==> config.mk <==
export PLATFORM = sky130hd
export DESIGN_NAME = seq_run_ctrl
export DESIGN_NICKNAME = d
export VERILOG_FILES = /design/src/rtl/seq_run_ctrl.sv
export SDC_FILE = /design/constraint.sdc
export NUM_CORES = 1
export LEC_CHECK = 0
export CAP_MARGIN = 30
export CELL_PAD_IN_SITES_DETAIL_PLACEMENT = 1
export CELL_PAD_IN_SITES_GLOBAL_PLACEMENT = 2
export CORE_ASPECT_RATIO = 1.4
export CORE_UTILIZATION = 30
export DETAILED_ROUTE_END_ITERATION = 8
export GPL_ROUTABILITY_DRIVEN = 0
export PLACE_DENSITY = 0.81
export SYNTH_ARGS = -nofsm -noshare
export SYNTH_HDL_FRONTEND = slang
export SYNTH_SLANG_ARGS = --single-unit
==> constraint.sdc <==
create_clock -name Clk -period 5.8 [get_ports Clk]
set_input_delay 0.58 -clock Clk [delete_from_list [all_inputs] [get_ports Clk]]
set_output_delay 0.58 -clock Clk [all_outputs]
set_load 0.03 [all_outputs]
==> src/rtl/seq_run_ctrl.sv <==
// seq_run_ctrl: run-control sequencer for the accumulator core.
// Owns the PC and the Start/Ack handshake, stalls on slow data memory, emits the
// per-instruction Commit strobe and keeps saturating cycle/instruction/stall counters.
// Optional build macro: SEQ_SINGLE_STEP_EN adds StepMode/Step inputs for single-stepping.
module seq_run_ctrl #(
   parameter int unsigned PC_W        = 8,
   parameter int unsigned START_PC    = 0,
   parameter int unsigned CNT_W       = 32,
   parameter int unsigned MEM_TIMEOUT = 15
) (
   input  logic             Clk,
   input  logic             Reset_n,
   input  logic             Start,
   input  logic             Halt,
   input  logic             Branch,
   input  logic [PC_W-1:0]  Target,
   input  logic             MemReq,
   input  logic             MemReady,
`ifdef SEQ_SINGLE_STEP_EN
   input  logic             StepMode,
   input  logic             Step,
`endif
   output logic             Ack,
   output logic             Err,
   output logic [PC_W-1:0]  PC,
   output logic             Commit,
   output logic             ClearFlags,
   output logic [CNT_W-1:0] CycleCt,
   output logic [CNT_W-1:0] InstrCt,
   output logic [CNT_W-1:0] StallCt
);

   // Wide enough to hold the value MEM_TIMEOUT itself.
   localparam int unsigned WaitW = $clog2(MEM_TIMEOUT + 1);

   typedef enum logic [2:0] {
      StIdle,
      StClear,
      StRun,
      StMemWait,
      StDone
   } state_e;

   state_e             state_q, state_d;
   logic [PC_W-1:0]    pc_q, pc_d;
   logic               ack_q, ack_d;
   logic               err_q, err_d;
   logic [CNT_W-1:0]   cycle_q, cycle_d;
   logic [CNT_W-1:0]   instr_q, instr_d;
   logic [CNT_W-1:0]   stall_q, stall_d;
   logic [WaitW-1:0]   wait_q, wait_d;
   logic [PC_W-1:0]    pc_next;
   logic               step_ok;

`ifdef SEQ_SINGLE_STEP_EN
   assign step_ok = ~StepMode | Step;
`else
   assign step_ok = 1'b1;
`endif

   // Counters stick at all-ones instead of wrapping.
   function automatic logic [CNT_W-1:0] sat_inc(input logic [CNT_W-1:0] v);
      return (&v) ? v : v + 1'b1;
   endfunction

   // Next-state, counter updates and the combinational Commit/ClearFlags strobes.
   always_comb begin
      state_d    = state_q;
      pc_d       = pc_q;
      ack_d      = ack_q;
      err_d      = err_q;
      cycle_d    = cycle_q;
      instr_d    = instr_q;
      stall_d    = stall_q;
      wait_d     = wait_q;
      Commit     = 1'b0;
      ClearFlags = (state_q == StClear);
      pc_next    = Branch ? Target : pc_q + 1'b1;

      if (Start) begin
         // Restart wins over everything else, in every state.
         state_d = StClear;
         pc_d    = PC_W'(START_PC);
         ack_d   = 1'b0;
         err_d   = 1'b0;
         cycle_d = '0;
         instr_d = '0;
         stall_d = '0;
         wait_d  = '0;
      end else begin
         unique case (state_q)
            StIdle: ;
            StClear: state_d = StRun;
            StRun: begin
               if (step_ok) begin
                  cycle_d = sat_inc(cycle_q);
                  if (Halt) begin
                     // Halt itself does not retire.
                     state_d = StDone;
                     ack_d   = 1'b1;
                  end else if (MemReq && !MemReady) begin
                     state_d = StMemWait;
                     wait_d  = WaitW'(1);
                  end else begin
                     Commit  = 1'b1;
                     instr_d = sat_inc(instr_q);
                     pc_d    = pc_next;
                  end
               end
            end
            StMemWait: begin
               cycle_d = sat_inc(cycle_q);
               stall_d = sat_inc(stall_q);
               if (MemReady) begin
                  Commit  = 1'b1;
                  instr_d = sat_inc(instr_q);
                  pc_d    = pc_next;
                  state_d = StRun;
               end else if (wait_q == WaitW'(MEM_TIMEOUT)) begin
                  state_d = StDone;
                  ack_d   = 1'b1;
                  err_d   = 1'b1;
               end else begin
                  wait_d = wait_q + 1'b1;
               end
            end
            StDone: ;
            default: state_d = StIdle;
         endcase
      end
   end

   // State and datapath registers; reset aborts immediately to IDLE.
   always_ff @(posedge Clk or negedge Reset_n) begin
      if (!Reset_n) begin
         state_q <= StIdle;
         pc_q    <= PC_W'(START_PC);
         ack_q   <= 1'b0;
         err_q   <= 1'b0;
         cycle_q <= '0;
         instr_q <= '0;
         stall_q <= '0;
         wait_q  <= '0;
      end else begin
         state_q <= state_d;
         pc_q    <= pc_d;
         ack_q   <= ack_d;
         err_q   <= err_d;
         cycle_q <= cycle_d;
         instr_q <= instr_d;
         stall_q <= stall_d;
         wait_q  <= wait_d;
      end
   end

   assign Ack     = ack_q;
   assign Err     = err_q;
   assign PC      = pc_q;
   assign CycleCt = cycle_q;
   assign InstrCt = instr_q;
   assign StallCt = stall_q;

endmodule

### Word-level counts from Yosys, hierarchy flattened

Index checks and enable logic that the tools add are counted.

| word-level totals | value |
|---|---|
| register bits | 113 |
| input bits | 15 |
| output and inout bits | 108 |
| word-level logic and storage cells | 93 |

| operators by class | value |
|---|---|
| add/subtract/negate cells | 5 |
| equal/unequal tests | 19 |
| multiplexer cells | 42 |
| reduce and logical (&&, ||, !) cells | 19 |

Operators with widths:

| cell | count |
|---|---|
| 32-bit two-way mux | 11 |
| 32-bit by 1-bit adder with 32-bit output (second input constant) | 3 |
| 32-bit AND reduction | 3 |
| 32-bit case mux with 2 select lines | 1 |
| 8-bit two-way mux | 5 |
| 3-bit inequality test (second input constant) | 8 |
| 4-bit two-way mux | 5 |
| 8-bit case mux with 2 select lines | 1 |
| 3-bit two-way mux | 5 |
| 3-bit case mux with 4 select lines | 1 |
| 1-bit two-way mux | 10 |
| 8-bit by 1-bit adder with 8-bit output (second input constant) | 1 |
| 4-bit inequality test (second input constant) | 2 |
| 4-bit case mux with 2 select lines | 1 |
| 4-bit AND reduction | 2 |
| 3-bit by 2-bit equality test with 1-bit output (second input constant) | 2 |
| 2-bit inequality test (second input constant) | 3 |
| 3-bit AND reduction | 2 |
| 2-bit nonzero test | 3 |
| 5-bit AND reduction | 1 |
| 4-bit by 1-bit adder with 4-bit output (second input constant) | 1 |
| 4-bit equality test (second input constant) | 1 |
| 1-bit case mux with 2 select lines | 2 |
| 2-bit AND reduction | 2 |
| 8 further kinds | 9 |

### Longest topological paths before layout

Gate-level depths: netlist of the first run.

| depth | value |
|---|---|
| word-level depth | 6 |
| depth in mapped cells | 8 |

### Worst setup path after synthesis of the first run

OpenSTA, ideal clock, no wires.

| path | value |
|---|---|
| path type | register -> register |
| start point | register cycle_q[11] (netlist: CycleCt[11]) |
| end point | register cycle_q[28] (netlist: CycleCt[28]) |
| data arrival time | 2.300 ns |
| path slack | 3.420 ns |
| stages on the path, launching flop included | 7 |
| cell sequence | dfrtp_1 nand4_1 or4_4 or4_4 buf_6 and4_4 nor3_2 |

| on the way | value |
|---|---|
| word-level cells in the longest chain between the ends | 4 |
| elaborated cells on any way between the ends | 7 |

RTL lines:

| what | line | source |
|---|---|---|
| start, declared | 48 | `logic [CNT_W-1:0] cycle_q, cycle_d;` |
| start signal, assigned | 149 | `cycle_q <= cycle_d;` |
| 32-bit by 1-bit adder with 32-bit output | 63 | `return (&v) ? v : v + 1'b1;` |
| 32-bit two-way mux | 63 |  |
| 32-bit two-way mux | -- |  |
| 32-bit two-way mux | 80 | `if (Start) begin` |

Several ways; a longest one is shown, not always the timed one. The select of a mux whose other input is x is not followed.
A chain may end at the register's enable or synchronous reset.

### Final worst setup path of the first run

| path | value |
|---|---|
| start point | input port MemReady |
| end point | output port Commit |

| on the way | value |
|---|---|
| word-level cells in the longest chain between the ends | 6 |
| elaborated cells on any way between the ends | 7 |

RTL lines:

| what | line | source |
|---|---|---|
| start, declared | 18 | `input logic MemReady,` |
| 1-bit zero test | 101 | `end else if (MemReq && !MemReady) begin` |
| 1-bit logical AND | 101 |  |
| 1-bit two-way mux | 101 |  |
| 1-bit two-way mux | 97 | `if (Halt) begin` |
| 1-bit case mux with 2 select lines (*) | 91 | `unique case (state_q)` |
| 1-bit two-way mux (*) | 80 |  |
| end, declared | 26 | `output logic Commit,` |

Every way passes the cells marked *; elsewhere a longest branch is shown, timed or not.

==> summary.md, run 1 <==
| Metric | Value |
|---|---|
| I/O pin cnt | 123 |
| Final count of pins violating max slew | 0 |
| Mapped Area | 6620 µm² |
| CTS buffer count | 17 |
| WL met3 | 772 µm |
| Number of port buffers | between 100 and 150 |
| Total of max-cap violations | 0 |
| Layout cells sized above 1 | 8.12% |
| Die area | 22700 µm² |
| Initial core utilization | 30.9% |
| Synth unique cells | 60 |
| Period minus WS final | 3.59 ns |
| Vias per inst | 5.62 |
| EDFF count, synth | 0 |
| VDD IR max | 0.182 mV |
| Final nets | 858 |
| Total congestion overflow | 0 |
| Top FF cell, synth | dfrtp_1 |
| CP cell instances | clkdlybuf4s50_1 -> o21bai_1 -> nand4_1 -> buf_4 -> clkinv_1 -> clkdlybuf4s50_1 |
| FP Rows | 63 |
| RSZ-0062 raised after global routing | no |
| Core area | 21400 µm² |
| Placed Area | 8080 µm² |
| Drt drc | 0 |
| Clock sinks | 113 |
| Top sig layer | met4 |
| Register area | 2830 µm² |
| Ys Warns | 0 |
| CP dominant cell by count | clkdlybuf4s50_1 |
| Metal-1 WL | 9370 µm |
| Clock skew | between 0.01 and 0.015 ns |
| Fillers | around 2.5k |
| TritonCTS clock tree | done |
| Antenna diodes | 0 |
| Tot GR Track Use | a little under 20% |
| Power Dens Cells | 230 nW/µm² |
| Crit. End Element | primary output |
| Power Total | 2000 µW |
| First-pass GRT wire length | roughly 35000 µm |
| Drt first-iter violations | about 380 |
| Initial antenna violation count | 0 |
| Die Span Y | 178 µm |
| Sequential fraction of the synthesis area | between 40% and 50% |
| Resized Gates After CTS | 0 |
| Worst Path Max Fanout | 24 |
| Adder-cell share of the synthesized area | 0.945% |
| Wirelength per Cell | around 19 µm |
| Clock root buffer | clkbuf_16 |
| Async S/R FF share, synth | 100% |
| Area growth, synth to finish | 31.0% |
| Mean Syn Cell Area | 9.02 µm² |
| Hold Buf Count CTS | 0 |
| CP max stage delay | 0.76 ns |
| Post-CTS Setup Repair Bufs | 0 |
| Largest family of logic cells by synthesized area | simple AND/OR/NAND/NOR gates |
| CTS H-Tree Depth | 4 |
| Mapped Nets | 754 |
| CTS clk-pin slew, worst paths | about 0.06 ns |
| Leak | 0.00324 µW |
| Worst EP required | 5.22 ns |
| Kind of critical path | input port to primary output |
| Slew HR | 44.1% |
| Number of synthesized register bits | 113 |
| Run status | complete, no violations |
| Worst skew pair latency | 0.43 ns |
| Area of the multi-input gates | between 3000 and 4000 µm² |
| Hold Crit Class | input port to async pin |
| # setup viols final | 0 |
| Worst-Margin Slew | 0.832 ns |
| Final Cell Area | slightly below 9000 µm² |
| Fin crit share | 62.0% |
| Final hold vios | 0 |
| Slowest CP cell | clkdlybuf4s50_1 |
| Post-Synth Simple-Gate Area | between 20% and 30% |
| Routed vias | approximately 6.4k |
| Vias in the first global route | about 6.5k |
| DRT Pass-1 Iters | 4 |
| Fin Hold WS | 0.0733 ns |
| Maximum number of pins on one net before global-route repair | 70 |
| DP HPWL | 14500 µm |
| DR WL met2 | 10900 µm |
| Crit start category | input port |
| Post-synthesis compound-gate area fraction | 19.7% |
| Cell count after synthesis | roughly 730 |
| Post-synthesis mux area share | less than 1% |
| XOR/XNOR Fraction of Synth Area | 4.23% |
| Final WL | 21300 µm |
| WP data arrival | 3.01 ns |
| Final ANT Viol Nets | 0 |
| Maximum clock path buffer count | 2 |
| Setup TNS | 0 ns |
| Width of the die | 128 µm |
| Maximum clock rate | 0.278 GHz |
| Final Util | 40.4% |
==> cells in the mapped netlist, drive strengths merged, types with 23 or more instances <==
master	instances	share of area, %
nor4	23	2.9
clkbuf	40	2.3
nand4	39	3.7
nand2	48	2.7
o31ai	28	3.2
nor2	35	2.0
dfrtp	113	43
o21ai	54	4.1
and3	26	2.5
a21oi	56	4.8
or4	31	3.6
nand3	47	3.6
==> cells by family (layout without fill, tap and decap cells) <==
group,Yosys count,after routing
compound gates,203,203
mux,5,5
buf+inv,63,179
fa+ha+maj,5,5
xor+xnor,32,32
simple gates,313,313
flops,113,113
==> placed cells by master, fill, tap and decap left out, drive strengths merged, types with 5 or more instances in the layout <==
| cell | count |
|---|---|
| clkdlybuf4s50 | 120 |
| dfrtp | 113 |
| a21oi | 56 |
| o21ai | 54 |
| nand2 | 48 |
| nand3 | 47 |
| nand4 | 39 |
| nor2 | 35 |
| or4 | 31 |
| o31ai | 28 |
| and3 | 26 |
| clkbuf | 26 |
| nor4 | 23 |
| xnor2 | 21 |
| nor3 | 18 |
| inv | 15 |
| a31oi | 15 |
| and4 | 15 |
| buf | 12 |
| xor2 | 11 |
| and2 | 8 |
| o211ai | 7 |
| o41ai | 6 |
| ha | 5 |
| clkinv | 5 |
==> final cells by class <==
type                       count  share of cell area, %
multi-input combinational    558                   40.8
sequential                   113                   32.6
timing repair buffer         132                   15.1
clock buffer                  26                   5.99
tap                          292                   4.21
inverter                      16                  0.693
clock inverter                 5                  0.577
==> flip-flops by register name, summed over array words and instances, names as in the netlist <==
name	cells
CycleCt	32
InstrCt	32
Ack	1
state_q	3
StallCt	32
wait_q	4
Err	1
PC	8
==> critical path, delay by kind of cell <==
kind	cells	cell delay, ns
AO/OA/AOI/OAI	1	0.26
buffers and inverters	4	2.03
AND/OR/NAND/NOR	1	0.13
==> worst paths after layout <==
path	startpoint	endpoint	slack, ns	cells after the start
min in group Clk	Err	Err	0.52	2
setup reg to reg	InstrCt[16]	InstrCt[10]	2.85	6
hold / removal	Reset_n	InstrCt[29]	0.07	1
setup / recovery	MemReady	Commit	2.21	6
max in group asynchronous	Reset_n	Ack	4.47	3
hold reg to reg	Err	Err	0.52	2
==> power breakdown <==
group / switching, µW / leakage [µW] / internal (µW)
Combinational: 103 / 0.00139 / 49.2
Clock: 377 / 0.000286 / 652
Sequential: 17.2 / 0.00157 / 799
Total: 497 / 0.00324 / 1500
==> routing by layer <==
metal	GRT usage, %	vias to the layer above
met1	23.8	3255
li1	-	3028
met3	3.32	24
met2	35.2	106
met4	6.50	0
met5	0	-
==> metrics by stage <==
step | cells | setup slack [ns]
after CTS | 1141 | 2.19
final | 1142 | 2.21
after global routing | 1142 | 2.08
after global placement | 1110 | 2.25
after floorplan | 734 | 3.42
after detailed placement | 1110 | 2.22
No activity file was read; power rests on OpenSTA's default activity.
==> run 2, diff against run 1 <==
- CORE_UTILIZATION: 30 -> 29
- PLACE_DENSITY: 0.81 -> 0.82
- clock period: 5.8 -> 3.3 ns (I/O delays scaled with it)
==> run 2 against run 1 <==
Compared with the run above: sequential share of layout area decreased by 0.53 points; critical path type is now flop to flop; count of clock-buffer cells in the layout decreased by 4; worst hold slack improved by 0.36 ns; core utilization decreased by 1.2 points; cell area increased by 1.7%; largest power group unchanged.
==> summary.md, run 2 (synthesis results as in run 1) <==
| Metric | Value |
|---|---|
| RSZ-0062 raised after global routing | no |
| Commonest cells after routing, fill and taps aside | clkdlybuf4s50_1, dfrtp_1, o21ai_0 |
| FP Rows | 65 |
| Final std cells w/o fill | between 1k and 1.5k |
| CTS buffer count | 17 |
| I/O pin cnt | 123 |
| Setup TNS | 0 ns |
| Final nets | 867 |
| Final Cell Area | 8820 µm² |
| Layout cells sized above 1 | 9.30% |
| Worst Path Max Fanout | 15 |
| Worst EP required | 3.63 ns |
| Switching Fraction | 24.1% |
| Total of max-cap violations | 0 |
| Kind of critical path | flop to flop |
| Die Span Y | 181 µm |
| NetSw | ~900 µW |
| CTS clk-pin slew, worst paths | 0.06 ns |
| Final WL | 22000 µm |
| Sequential share of power | a little under two fifths |
| Placed Area | 8170 µm² |
| Register area | 2830 µm² |
| Area of the multi-input gates | 3540 µm² |
| Total congestion overflow | 0 |
| Maximum clock rate | 0.389 GHz |
| DRT Pass-1 Iters | 4 |
| Clock skew | 0.0103 ns |
| Vias per inst | roughly 5.6 |
| Final count of pins violating max slew | 0 |
| Worst skew pair latency | 0.42 ns |
| Drt first-iter violations | between 300 and 400 |
| Antenna diodes | 0 |
| Wirelength per Cell | between 15 and 20 µm |
| Power Dens Cells | 423 nW/µm² |
| Leak | between 0.003 and 0.004 µW |
| DP HPWL | 15100 µm |
| Clock share of power | 54.1% |
| Int Pwr | roughly 2800 µW |
| Initial antenna violation count | 0 |
| First-pass GRT wire length | between 30000 and 40000 µm |
| # setup viols final | 0 |
| Drt drc | 0 |
| Worst-Margin Slew | 0.880 ns |
| Resized Gates After CTS | 0 |
| Period minus WS final | 2.57 ns |
| Slew HR | 40.8% |
| Vias in the first global route | 6804 |
| VDD IR max | 0.358 mV |
| R2r setup slk | 0.73 ns |
| Clock root buffer | clkbuf_16 |
| Fin crit share | 77.8% |
| Final Util | roughly 39% |
| Most common library cell in the layout ignoring fill and taps | clkdlybuf4s50_1 |
| Crit. End Element | flop |
| Clock sinks | 113 |
| Initial core utilization | between 20 and 30% |
| Maximum number of pins on one net before global-route repair | 72 |
| Run status | complete, no violations |
| Tot GR Track Use | 19.7% |
| Power Total | 3730 µW |
| Final ANT Viol Nets | 0 |
| Hold Crit Class | input port to flop |
| Number of port buffers | approximately 120 |
| Core area | 22400 µm² |
| Final hold vios | 0 |
| Area growth, synth to finish | 33.2% |
| Width of the die | 130 µm |
| CTS H-Tree Depth | 4 |
| Crit start category | flop |
| Routed vias | about 6.5k |
| Hold Buf Count CTS | 1 |
| TritonCTS clock tree | done |
| Maximum clock path buffer count | 2 |
| Logic gate share of total power | about 7.4% |
| Fillers | 2605 |
| Inst Count DP | 1128 |
| WP data arrival | 2.90 ns |
| Die area | 23400 µm² |
| Post-CTS Setup Repair Bufs | 0 |
==> run 2: power by group through the flow <==
stage	logic [µW]	clock network (µW)	registers (µW)
after global placement	280	0	1460
after CTS	283	2060	1430
final	278	2020	1430
after global routing	307	2120	1440
after detailed placement	281	0	1460
after floorplan	130	0	1470
==> run 2: path summary, 6_finish.rpt <==
kind	startpoint	endpoint	depth (start not counted)
worst max-delay path	state_q[1]	StallCt[3]	5
worst min register to register	Ack	Ack	2
worst max register to register	state_q[1]	StallCt[3]	5
worst min-delay path	Start	CycleCt[10]	2
max in group asynchronous	Reset_n	StallCt[26]	3
min in group asynchronous	Reset_n	InstrCt[18]	2
==> run 2: final cells by class <==
class	instances	area share [%]
flip-flops and latches	113	32.1
repair buffers	141	15.6
clock inverters	10	1.76
well taps	301	4.27
clock buffers	22	5.49
multi-input cells	558	40.2
inverters	16	0.681
==> run 2: per-layer routing <==
metal  vias up  GRT usage, %  routed length (µm)
li1       3054             -                   -
met5         -             0                   0
met2       127          33.1               10900
met1      3269          24.1                9690
met3        38          4.09                 821
met4         0          8.56                 612
==> run 2: metrics by stage <==
stage / setup WS [ns] / hold WS, ns
2_1_floorplan: 0.920 / 0.0344
3_3_place_gp: 0.803 / 0.388
3_5_place_dp: 0.717 / 0.390
4_1_cts: 0.712 / 0.437
5_1_grt: 0.625 / 0.474
6_report: 0.732 / 0.434
==> run 2: worst max-delay path, cell delays in order, from the launching register on <==
cell	delay, ns
dfrtp_1	0.59
nand3b_1	0.58
buf_4	0.42
buf_4	0.19
or4_1	0.50
a21oi_1	0.19
